**src/rtl/uart_pkg.sv**
```systemverilog
// Shared UART definitions: parity encodings, receiver FSM state encoding and the
// bit-period helper used by both the receiver and the transmitter.
package uart_pkg;

  localparam int UART_CHECK_NONE = 0;
  localparam int UART_CHECK_ODD  = 1;
  localparam int UART_CHECK_EVEN = 2;

  typedef enum logic [2:0] {
    RX_IDLE   = 3'd0,
    RX_START  = 3'd1,
    RX_DATA   = 3'd2,
    RX_PARITY = 3'd3,
    RX_STOP   = 3'd4
  } uart_rx_state_t;

  // Clocks per serial bit (integer division, caller guarantees >= 4).
  function automatic int uart_bit_period(input int clk_hz, input int baud);
    return clk_hz / baud;
  endfunction

endpackage

```
**src/rtl/uart_baud_cnt.sv**
```systemverilog
// Bit-period counter: runs 0..P_BIT_PERIOD-1 and wraps, with a synchronous clear.
// mid_tick marks the half-bit point, end_tick the last clock of a bit period.
module uart_baud_cnt #(
  parameter int P_BIT_PERIOD = 16
) (
  input  logic i_clk,
  input  logic i_rst,
  input  logic i_clear,
  output logic o_mid_tick,
  output logic o_end_tick
);

  localparam int CW = (P_BIT_PERIOD > 1) ? $clog2(P_BIT_PERIOD) : 1;
  localparam logic [CW-1:0] MID_CNT  = CW'(P_BIT_PERIOD / 2 - 1);
  localparam logic [CW-1:0] LAST_CNT = CW'(P_BIT_PERIOD - 1);

  logic [CW-1:0] cnt;

  always_ff @(posedge i_clk) begin
    if (i_rst || i_clear || cnt == LAST_CNT) begin
      cnt <= '0;
    end else begin
      cnt <= cnt + CW'(1);
    end
  end

  assign o_mid_tick = (cnt == MID_CNT);
  assign o_end_tick = (cnt == LAST_CNT);

endmodule

```
**src/rtl/uart_rx.sv**
```systemverilog
// UART receiver: synchronises the serial line, finds the start bit, samples every
// bit at mid-period and reports each frame as a one-cycle valid pulse with error flags.
module uart_rx
  import uart_pkg::*;
#(
  parameter int P_SYSTEM_CLK      = 50_000_000,
  parameter int P_UART_BUADRATE   = 9600,
  parameter int P_UART_DATA_WIDTH = 8,
  parameter int P_UART_STOP_WIDTH = 1,
  parameter int P_UART_CHECK      = 0
) (
  input  logic                         i_clk,
  input  logic                         i_rst,
  input  logic                         i_uart_rx,
  output logic [P_UART_DATA_WIDTH-1:0] o_user_rx_data,
  output logic                         o_user_rx_valid,
  output logic                         o_rx_parity_err,
  output logic                         o_rx_frame_err,
  output logic [2:0]                   o_rx_state
);

  localparam int N          = uart_bit_period(P_SYSTEM_CLK, P_UART_BUADRATE);
  localparam int HAS_PARITY = (P_UART_CHECK != UART_CHECK_NONE) ? 1 : 0;
  localparam int FRAME_BITS = P_UART_DATA_WIDTH + HAS_PARITY + P_UART_STOP_WIDTH;
  localparam int BW         = $clog2(FRAME_BITS + 1);
  localparam logic [BW-1:0] LAST_DATA = BW'(P_UART_DATA_WIDTH - 1);
  localparam logic [BW-1:0] LAST_STOP = BW'(P_UART_STOP_WIDTH - 1);
  // XOR of data and parity bit that a clean frame must produce.
  localparam logic PAR_TARGET = (P_UART_CHECK == UART_CHECK_ODD);

  logic rx_meta, rx_s, rx_d, rx_fall;

  always_ff @(posedge i_clk) begin
    if (i_rst) begin
      rx_meta <= 1'b1;
      rx_s    <= 1'b1;
      rx_d    <= 1'b1;
    end else begin
      rx_meta <= i_uart_rx;
      rx_s    <= rx_meta;
      rx_d    <= rx_s;
    end
  end

  assign rx_fall = rx_d & ~rx_s;

  uart_rx_state_t               state;
  logic [BW-1:0]                bit_cnt;
  logic [P_UART_DATA_WIDTH-1:0] shift_q;
  logic                         par_err_q;
  logic                         frame_err_q;
  logic                         baud_clear, mid_tick, end_tick;

  // Held clear while idle so START begins at zero; the counter wraps by itself
  // on every other bit-to-bit transition, so only START->DATA/IDLE needs a clear.
  assign baud_clear = (state == RX_IDLE) || (state == RX_START && mid_tick);

  uart_baud_cnt #(
    .P_BIT_PERIOD (N)
  ) u_baud_cnt (
    .i_clk      (i_clk),
    .i_rst      (i_rst),
    .i_clear    (baud_clear),
    .o_mid_tick (mid_tick),
    .o_end_tick (end_tick)
  );

  // o_user_rx_valid is a one-cycle strobe with no ready: the consumer must take
  // o_user_rx_data and the error flags in that cycle; flags are 0 otherwise.
  always_ff @(posedge i_clk) begin
    if (i_rst) begin
      state           <= RX_IDLE;
      bit_cnt         <= '0;
      shift_q         <= '0;
      par_err_q       <= 1'b0;
      frame_err_q     <= 1'b0;
      o_user_rx_data  <= '0;
      o_user_rx_valid <= 1'b0;
      o_rx_parity_err <= 1'b0;
      o_rx_frame_err  <= 1'b0;
    end else begin
      o_user_rx_valid <= 1'b0;
      o_rx_parity_err <= 1'b0;
      o_rx_frame_err  <= 1'b0;
      case (state)
        RX_IDLE: begin
          bit_cnt     <= '0;
          par_err_q   <= 1'b0;
          frame_err_q <= 1'b0;
          if (rx_fall) state <= RX_START;
        end
        RX_START: begin
          if (mid_tick) state <= rx_s ? RX_IDLE : RX_DATA;
        end
        RX_DATA: begin
          if (end_tick) begin
            shift_q <= {rx_s, shift_q[P_UART_DATA_WIDTH-1:1]};
            if (bit_cnt == LAST_DATA) begin
              bit_cnt <= '0;
              state   <= (HAS_PARITY != 0) ? RX_PARITY : RX_STOP;
            end else begin
              bit_cnt <= bit_cnt + BW'(1);
            end
          end
        end
        RX_PARITY: begin
          if (end_tick) begin
            par_err_q <= ((^shift_q) ^ rx_s) != PAR_TARGET;
            state     <= RX_STOP;
          end
        end
        RX_STOP: begin
          if (end_tick) begin
            if (!rx_s) frame_err_q <= 1'b1;
            if (bit_cnt == LAST_STOP) begin
              state           <= RX_IDLE;
              o_user_rx_valid <= 1'b1;
              o_user_rx_data  <= shift_q;
              o_rx_parity_err <= par_err_q;
              o_rx_frame_err  <= frame_err_q | ~rx_s;
            end else begin
              bit_cnt <= bit_cnt + BW'(1);
            end
          end
        end
        default: state <= RX_IDLE;
      endcase
    end
  end

  assign o_rx_state = state;

endmodule

```
**config.mk**
```make
export PLATFORM = sky130hd
export DESIGN_NAME = uart_rx
export DESIGN_NICKNAME = d
export VERILOG_FILES = /design/src/rtl/uart_pkg.sv /design/src/rtl/uart_baud_cnt.sv /design/src/rtl/uart_rx.sv
export SDC_FILE = /design/constraint.sdc
export NUM_CORES = 1
export LEC_CHECK = 0
export BUFFER_PORTS_ARGS = -buffer_cell sky130_fd_sc_hd__buf_2
export CORE_AREA = 4 4 64 66
export DETAILED_ROUTE_END_ITERATION = 6
export DIE_AREA = 0 0 68 70
export PLACE_DENSITY = 0.76
export SKIP_LAST_GASP = 1
export SLEW_MARGIN = 20
export SYNTH_ARGS = -nofsm -noshare
export SYNTH_HDL_FRONTEND = slang
export SYNTH_SLANG_ARGS = --single-unit
```
**constraint.sdc**
```tcl
create_clock -name i_clk -period 2.46 [get_ports i_clk]
set_clock_uncertainty 0.1 [all_clocks]
set_input_delay 0.369 -clock i_clk [delete_from_list [all_inputs] [get_ports i_clk]]
set_output_delay 0.369 -clock i_clk [all_outputs]
set_load 0.01 [all_outputs]
```
==> results.cfg, run 1 <==
[outcome]
status = finished clean

[synth]
synth_edf_count = 0
synthFlopType = dfxtp_1
postSynthAreaPerCell_um2 = 9.40
ys_seq_elements = 44
syn_inst = 211
synth_warnings = 0
ys_types = 43
syn-num-nets = 217
synth_area_leaders = dfxtp_1, mux2i_1, nor2_1
yosys.area.top_type_share = 0.444
synth_commonest_cells = dfxtp_1, nor2_1, mux2i_1
synth-seq-area-share = 0.444
ys_async_sr_fraction = 0
yosysTopAreaCell = dfxtp_1
netlist_area_um2 = 1980
synth_most_common_cell = dfxtp_1

[clocking]
post_cts_resized = 0
root_buffer = clkbuf_4
holdBufCountCts = 0
cts_tree = built
clk_pin_slew_ns = 0.13
cts.sinks = 44
cts_max_path_buffers = 2
cts_buffers = 5
htreeDepth = 2
post_cts.repair.setup_buffers = 0
clock_latency_ns = 0.36

[route]
vias = 1487
routed_via_density = 5.37
drc = 0
drt_iter0_markers = 59
first_pass_iters = 4
ant_nets = 0
post_drt_wl_per_cell_um = 12.5
routed_wirelength_um = 3480

[timing]
worstMarginPinSlew_ns = 0.624
clock.fmax_mhz = 445
fin_crit_ns = 2.25
setup_ws_ns = 0.215
post-route-period-util = 0.913
setup_viol = 0
rsz0062_at_grt = false
hold_ws_ns = 0.0824
hold_viol_final = 0
setup_tns_ns = 0
slew-limit-headroom = 0.580
drv_slew = 0

[final_layout]
antenna_cells = 0
area_growth_pct = 10.8
nets = 234
fin_area_um2 = 2200
drive_gt1_frac = 0.162
fillers = 320

[global_route]
grt_max_degree = 32
track_usage = 0.161
grt_pass1_vias = 1357
antenna_found_initial = 0
overflow = 0
grt_pass1_wl_um = 5990

[power]
p_leak_uw = 0.000829
ir_drop_v = 0.000480
power_uw = 1310
cellPowerDensity_nw_per_um2 = 598

[worst_setup_path]
cp_slowest_stage_delay_ns = 0.52
path_buf_inv = 0
worst-endpoint-required_ns = 2.65
crit_chain = ha_1 > and4b_1 > nand4_4 > a211o_1 > or4_1 > a21oi_1
critical_path_class = flop to flop
crit_family = simple AND/OR/NAND/NOR gates
critPathMaxFanout = 7
worstSetupStartpointType = flop
arrival_ns = 2.44
cp-end-kind = flop
cp_slowest_cell = or4_1

[floorplan]
design.core.area_um2 = 3580
dieArea_um2 = 4760
initial_core_util = 0.555
die_h_um = 70
die_w_um = 68
row_count = 22
io_pins = 17

[place]
postPlaceCellArea_um2 = 2110
place_hpwl_um = 2490
gp_congestion = 0.864
place_worst_setup_slack_ns = 0.233
io_buffers = 16

[run]
maxCapViolCount = 0

[worst_hold_path]
hp-class = input port to flop
==> cells in the final DEF, fill, tap and decap left out, types with 4 or more instances in the layout <==
master / n
inv_1: 6
nand4_1: 4
a21oi_1: 5
mux2i_1: 19
xor2_1: 6
nor2_1: 37
clkbuf_4: 5
xnor2_1: 13
dfxtp_1: 44
nand2_1: 7
nor3_1: 5
buf_2: 16
nand3_1: 8
==> final timing paths <==
kind	from	end	slack [ns]	depth (start not counted)
hold / removal	i_uart_rx	rx_meta	0.08	2
setup / recovery	u_baud_cnt.cnt[0]	bit_cnt[3]	0.21	6
setup reg to reg	u_baud_cnt.cnt[0]	bit_cnt[3]	0.21	6
hold reg to reg	rx_meta	rx_s	0.33	1
==> area by class of cell <==
class / instances / area [um^2] / area share
Clock buffer: 6 / 51.3 / 0.0233
Clock inverter: 2 / 38.8 / 0.0176
Inverter: 6 / 22.5 / 0.0102
Multi-Input combinational cell: 153 / 1050 / 0.478
Sequential cell: 44 / 881 / 0.400
Tap cell: 48 / 60.1 / 0.0273
Timing Repair Buffer: 18 / 95.1 / 0.0432
==> logic make-up after synthesis <==
logic type | after synthesis | share of synthesized area
AOI/OAI and AO/OA | 20 | 0.0731
xor gates and xnor gates | 19 | 0.0839
adders and majority gates | 3 | 0.0189
buffers and inverters | 14 | 0.0265
DFF | 44 | 0.444
muxes | 19 | 0.0958
and+or+nand+nor | 92 | 0.258
==> power by group <==
group / leakage (uW) / switching, uW / total (uW) / internal [uW]
clock network: 0.0000484 / 232 / 475 / 244
logic: 0.000426 / 60.9 / 100 / 39.1
registers: 0.000355 / 17.8 / 739 / 721
total: 0.000829 / 311 / 1310 / 1000
==> state kept, by name, summed over array words and instances (netlist names), 3 cells and up <==
| name | count |
|---|---|
| o_rx_state | 3 |
| o_user_rx_data | 8 |
| shift_q | 8 |
| bit_cnt | 4 |
| u_baud_cnt.cnt | 13 |
==> layer usage <==
| metal | global-route usage | share of wire | up-vias |
|---|---|---|---|
| met4 | 0.0839 | 0.022 | 0 |
| li1 | - | - | 769 |
| met3 | 0.0402 | 0.038 | 8 |
| met1 | 0.204 | 0.47 | 693 |
| met2 | 0.247 | 0.47 | 17 |
| met5 | 0 | 0 | - |
==> through the flow <==
| step | instances | utilization |
|---|---|---|
| after detailed placement | 269 | 0.590 |
| after global routing | 277 | 0.615 |
| after global placement | 269 | 0.590 |
| after CTS | 277 | 0.615 |
| final | 277 | 0.615 |
| after floorplan | 211 | - |
Note: power is estimated with default switching activity, not from simulation.
==> run 2: changes to the inputs <==
BUFFER_PORTS_ARGS = default   (was -buffer_cell sky130_fd_sc_hd__buf_2)
CAP_MARGIN = 20   (was default)
CORE_AREA = 4 4 62 64   (was 4 4 64 66)
DIE_AREA = 0 0 66 68   (was 0 0 68 70)
DONT_BUFFER_PORTS = 1   (was default)
MAX_ROUTING_LAYER = met4   (was default)
==> results.cfg, run 2 (synthesized netlist as in run 1, its figures left out) <==
[outcome]
status = finished clean

[timing]
drv_slew = 0
post-route-period-util = 0.918
setup_tns_ns = 0
hold_ws_ns = 0.0291
fin_crit_ns = 2.26
hold_viol_final = 0
setup_viol = 0
rsz0062_at_grt = false
worstMarginPinSlew_ns = 0.916
clock.fmax_mhz = 443
slew-limit-headroom = 0.388

[run]
maxCapViolCount = 0

[route]
ant_nets = 0
first_pass_iters = 4
routed_wirelength_um = 3780
drc = 0
drt_iter0_markers = 125
routed_via_density = 5.76
post_drt_wl_per_cell_um = 14.4
vias = 1516

[clocking]
post_cts.repair.setup_buffers = 0
clk_pin_slew_ns = 0.11
htreeDepth = 2
cts_max_path_buffers = 2
cts.sinks = 44
root_buffer = clkbuf_4
cts_tree = built
cts_buffers = 5
clock_latency_ns = 0.34

[worst_setup_path]
worst-endpoint-required_ns = 2.64
cp_slowest_cell = or4_1
worstSetupStartpointType = flop
critical_path_class = flop to flop
critPathMaxFanout = 7
cp-end-kind = flop
cp_slowest_stage_delay_ns = 0.51
crit_chain = ha_1 > and4b_1 > nand4_4 > a211o_1 > or4_1 > a21oi_1
arrival_ns = 2.43

[global_route]
grt_pass1_vias = 1446
overflow = 0
track_usage = 0.197
grt_max_degree = 27
antenna_found_initial = 0
grt_pass1_wl_um = 6530

[power]
clkPwrFrac = 0.308
p_seq_frac = 0.613
power_uw = 1210
p_sw_uw = 288
swShare = 0.238
p_leak_uw = 0.000757
ir_drop_v = 0.000390
cellPowerDensity_nw_per_um2 = 565
internal_power_uw = 924
power_frac_comb = 0.080

[final_layout]
largest_reg_flops = 13
drive_gt1_frac = 0.101
antenna_cells = 0
area_growth_pct = 8.07
reg_top3 = u_baud_cnt.cnt (13), o_user_rx_data (8), shift_q (8)
nets = 223
regMostFlops = u_baud_cnt.cnt
final_cell_mix = dfxtp_1, nor2_1, mux2i_1, xnor2_1, nand3_1
final_common_cell = dfxtp_1

[worst_hold_path]
hp-class = input port to flop

[floorplan]
die_w_um = 66
dieArea_um2 = 4490
row_count = 21
die_h_um = 68
initial_core_util = 0.604
io_pins = 17
design.core.area_um2 = 3280

[place]
io_buffers = 0
place_hpwl_um = 2650
gp_congestion = 0.905
-- run 2: cell type report --
cell class | count | area [um^2]
clock buffer | 7 | 65.1
tap | 46 | 57.6
fill | 271 | 1140
inverter | 6 | 22.5
multi-input combinational | 153 | 1060
timing repair buffer | 7 | 62.6
sequential | 44 | 881
-- run 2: metrics by stage --
stage	instance area, um^2	cells	util	setup WS [ns]
3_3_place_gp	2030	252	0.619	0.309
6_report	2140	263	0.653	0.203
2_1_floorplan	1980	211	-	0.385
5_1_grt	2140	263	0.653	0.0456
4_1_cts	2120	261	0.645	0.184
3_5_place_dp	2030	252	0.619	0.254
-- run 2: path summary, 6_finish.rpt --
check                                  startpoint    endpoint  slack, ns  cells past startpoint
worst min register to register            rx_meta        rx_s       0.33                      1
worst max-delay path            u_baud_cnt.cnt[0]  bit_cnt[3]       0.20                      6
worst max register to register  u_baud_cnt.cnt[0]  bit_cnt[3]       0.20                      6
worst min-delay path                        i_rst        rx_s       0.03                      1
-- run 2: metal layers --
layer	vias up	part of all wire	GRT usage
met5	-	0	-
met4	0	0.015	0.0736
met1	720	0.43	0.232
li1	744	-	-
met3	7	0.070	0.0673
met2	45	0.49	0.315
-- run 2: worst max-delay path, delay by kind of cell, from the launching register on --
family,cells,cell delay [ns]
AOI/OAI and AO/OA,2,0.50
DFF,1,0.40
and+or+nand+nor,3,0.94
adders and majority gates,1,0.25
-- run 2: power groups by stage --
| stage | clock network (uW) | logic [uW] | registers (uW) |
|---|---|---|---|
| floorplan | 0 | 84.7 | 746 |
| global placement | 0 | 82.1 | 757 |
| detailed placement | 0 | 83.4 | 758 |
| CTS | 385 | 92.5 | 742 |
| global route | 416 | 107 | 746 |
| finish | 373 | 96.5 | 742 |
-- run 2: repair_timing --
item                       in CTS  in global routing
gates resized for setup         0                  1
setup endpoints to repair       0                  3
hold endpoints to repair       26                  2
hold buffers                    2                  2
==> run 3: changes to the inputs <==
CORE_AREA = 4 4 73 75   (was 4 4 62 64)
DIE_AREA = 0 0 77 79   (was 0 0 66 68)
PLACE_DENSITY = default   (was 0.76)
==> results.cfg, run 3 (synthesized netlist as in run 1, its figures left out) <==
[timing]
setup_tns_ns = 0
post-route-period-util = 0.913
drv_slew = 0
rsz0062_at_grt = false
setup_viol = 0
hold_viol_final = 0
clock.fmax_mhz = 445
worstMarginPinSlew_ns = 0.522
fin_crit_ns = 2.25
setup_ws_ns = 0.213
slew-limit-headroom = 0.643

[final_layout]
drive_gt1_frac = 0.107
nets = 220
area_growth_pct = 7.82
seq_area_um2 = 881
regMostFlops = u_baud_cnt.cnt
fillers = 449
largest_reg_flops = 13
final_common_cell = dfxtp_1
multi_input_area_um2 = 1050
final_cell_mix = dfxtp_1, nor2_1, mux2i_1, xnor2_1, nand3_1
reg_top3 = u_baud_cnt.cnt (13), o_user_rx_data (8), shift_q (8)
stdcell_count = 269
antenna_cells = 0

[floorplan]
initial_core_util = 0.426
die_h_um = 79
io_pins = 17
row_count = 25
die_w_um = 77
design.core.area_um2 = 4660
dieArea_um2 = 6080

[worst_setup_path]
cp_slowest_stage_delay_ns = 0.52
critical_path_class = flop to flop
arrival_ns = 2.37
worst-endpoint-required_ns = 2.59
crit_family = simple AND/OR/NAND/NOR gates
path_buf_inv = 0
cp_slowest_cell = or4_1
worstSetupStartpointType = flop
critPathMaxFanout = 7
cp-end-kind = flop
crit_chain = ha_1 > and4b_1 > nand4_4 > a211o_1 > or4_1 > a21oi_1

[power]
ir_drop_v = 0.000324
cellPowerDensity_nw_per_um2 = 595
p_leak_uw = 0.000754

[place]
place_worst_setup_slack_ns = 0.241
place_hpwl_um = 2390
dp.cells = 261
gp_congestion = 0.766
io_buffers = 0

[route]
met2_length_um = 1550
wl_met3_um = 171
post_drt_wl_per_cell_um = 13.0
wl_met1_um = 1740
drt_iter0_markers = 75
drc = 0
routed_wirelength_um = 3500
routed_via_density = 5.26
top_layer = met4
ant_nets = 0
vias = 1416
first_pass_iters = 4

[worst_hold_path]
hp-class = input port to flop

[clocking]
holdBufCountCts = 0
cts_max_path_buffers = 2
post_cts.repair.setup_buffers = 0
cts_buffers = 5
cts_tree = built
clock_latency_ns = 0.29
cts.sinks = 44
clk_pin_slew_ns = 0.09
root_buffer = clkbuf_8
htreeDepth = 2
post_cts_resized = 0

[global_route]
grt_pass1_wl_um = 6140
antenna_found_initial = 0
grt_max_degree = 32
grt_pass1_vias = 1360
overflow = 0
track_usage = 0.128

[outcome]
status = finished clean

[run]
maxCapViolCount = 0
-- run 3: cell types whose count changed in the layout (fill, tap and decap cells not counted), moves of 2 or more --
cell           delta
clkinv_2          +2
clkbuf_4          -5
dlygate4sd3_1     -4
clkbuf_8          +3
-- run 3: cell type report --
cell class                      count  share of cell area
Tap cell                           54              0.0316
Multi-Input combinational cell    153               0.491
Timing Repair Buffer                4              0.0140
Clock inverter                      3             0.00877
Sequential cell                    44               0.412
Inverter                            6              0.0105
Clock buffer                        5              0.0322
-- run 3: routing by layer --
layer | GRT usage | up-vias
li1 | - | 745
met1 | 0.168 | 641
met2 | 0.187 | 23
met3 | 0.0351 | 7
met4 | 0.0534 | 0
met5 | - | -
-- run 3: where the power goes --
| group | total, uW | internal (uW) | switching, uW |
|---|---|---|---|
| registers | 742 | 720 | 21.2 |
| clock network | 440 | 198 | 243 |
| logic | 90.8 | 41.2 | 49.6 |
-- run 3: stage by stage --
stage               cell area, um^2   util  total power, uW  hold WS [ns]
floorplan                      1980      -              830         0.289
global placement               2050  0.440              850         0.300
global route                   2140  0.459             1340        0.0132
detailed placement             2050  0.440              850         0.293
CTS                            2140  0.459             1300        0.0211
finish                         2140  0.459             1270        0.0360
-- run 3: path summary, 6_finish.rpt --
kind                      from                 to  slack, ns  cells after the start
max          u_baud_cnt.cnt[0]         bit_cnt[3]       0.21                      6
min                      i_rst  o_user_rx_data[0]       0.04                      1
min reg2reg            rx_meta               rx_s       0.32                      1
max reg2reg  u_baud_cnt.cnt[0]         bit_cnt[3]       0.21                      6
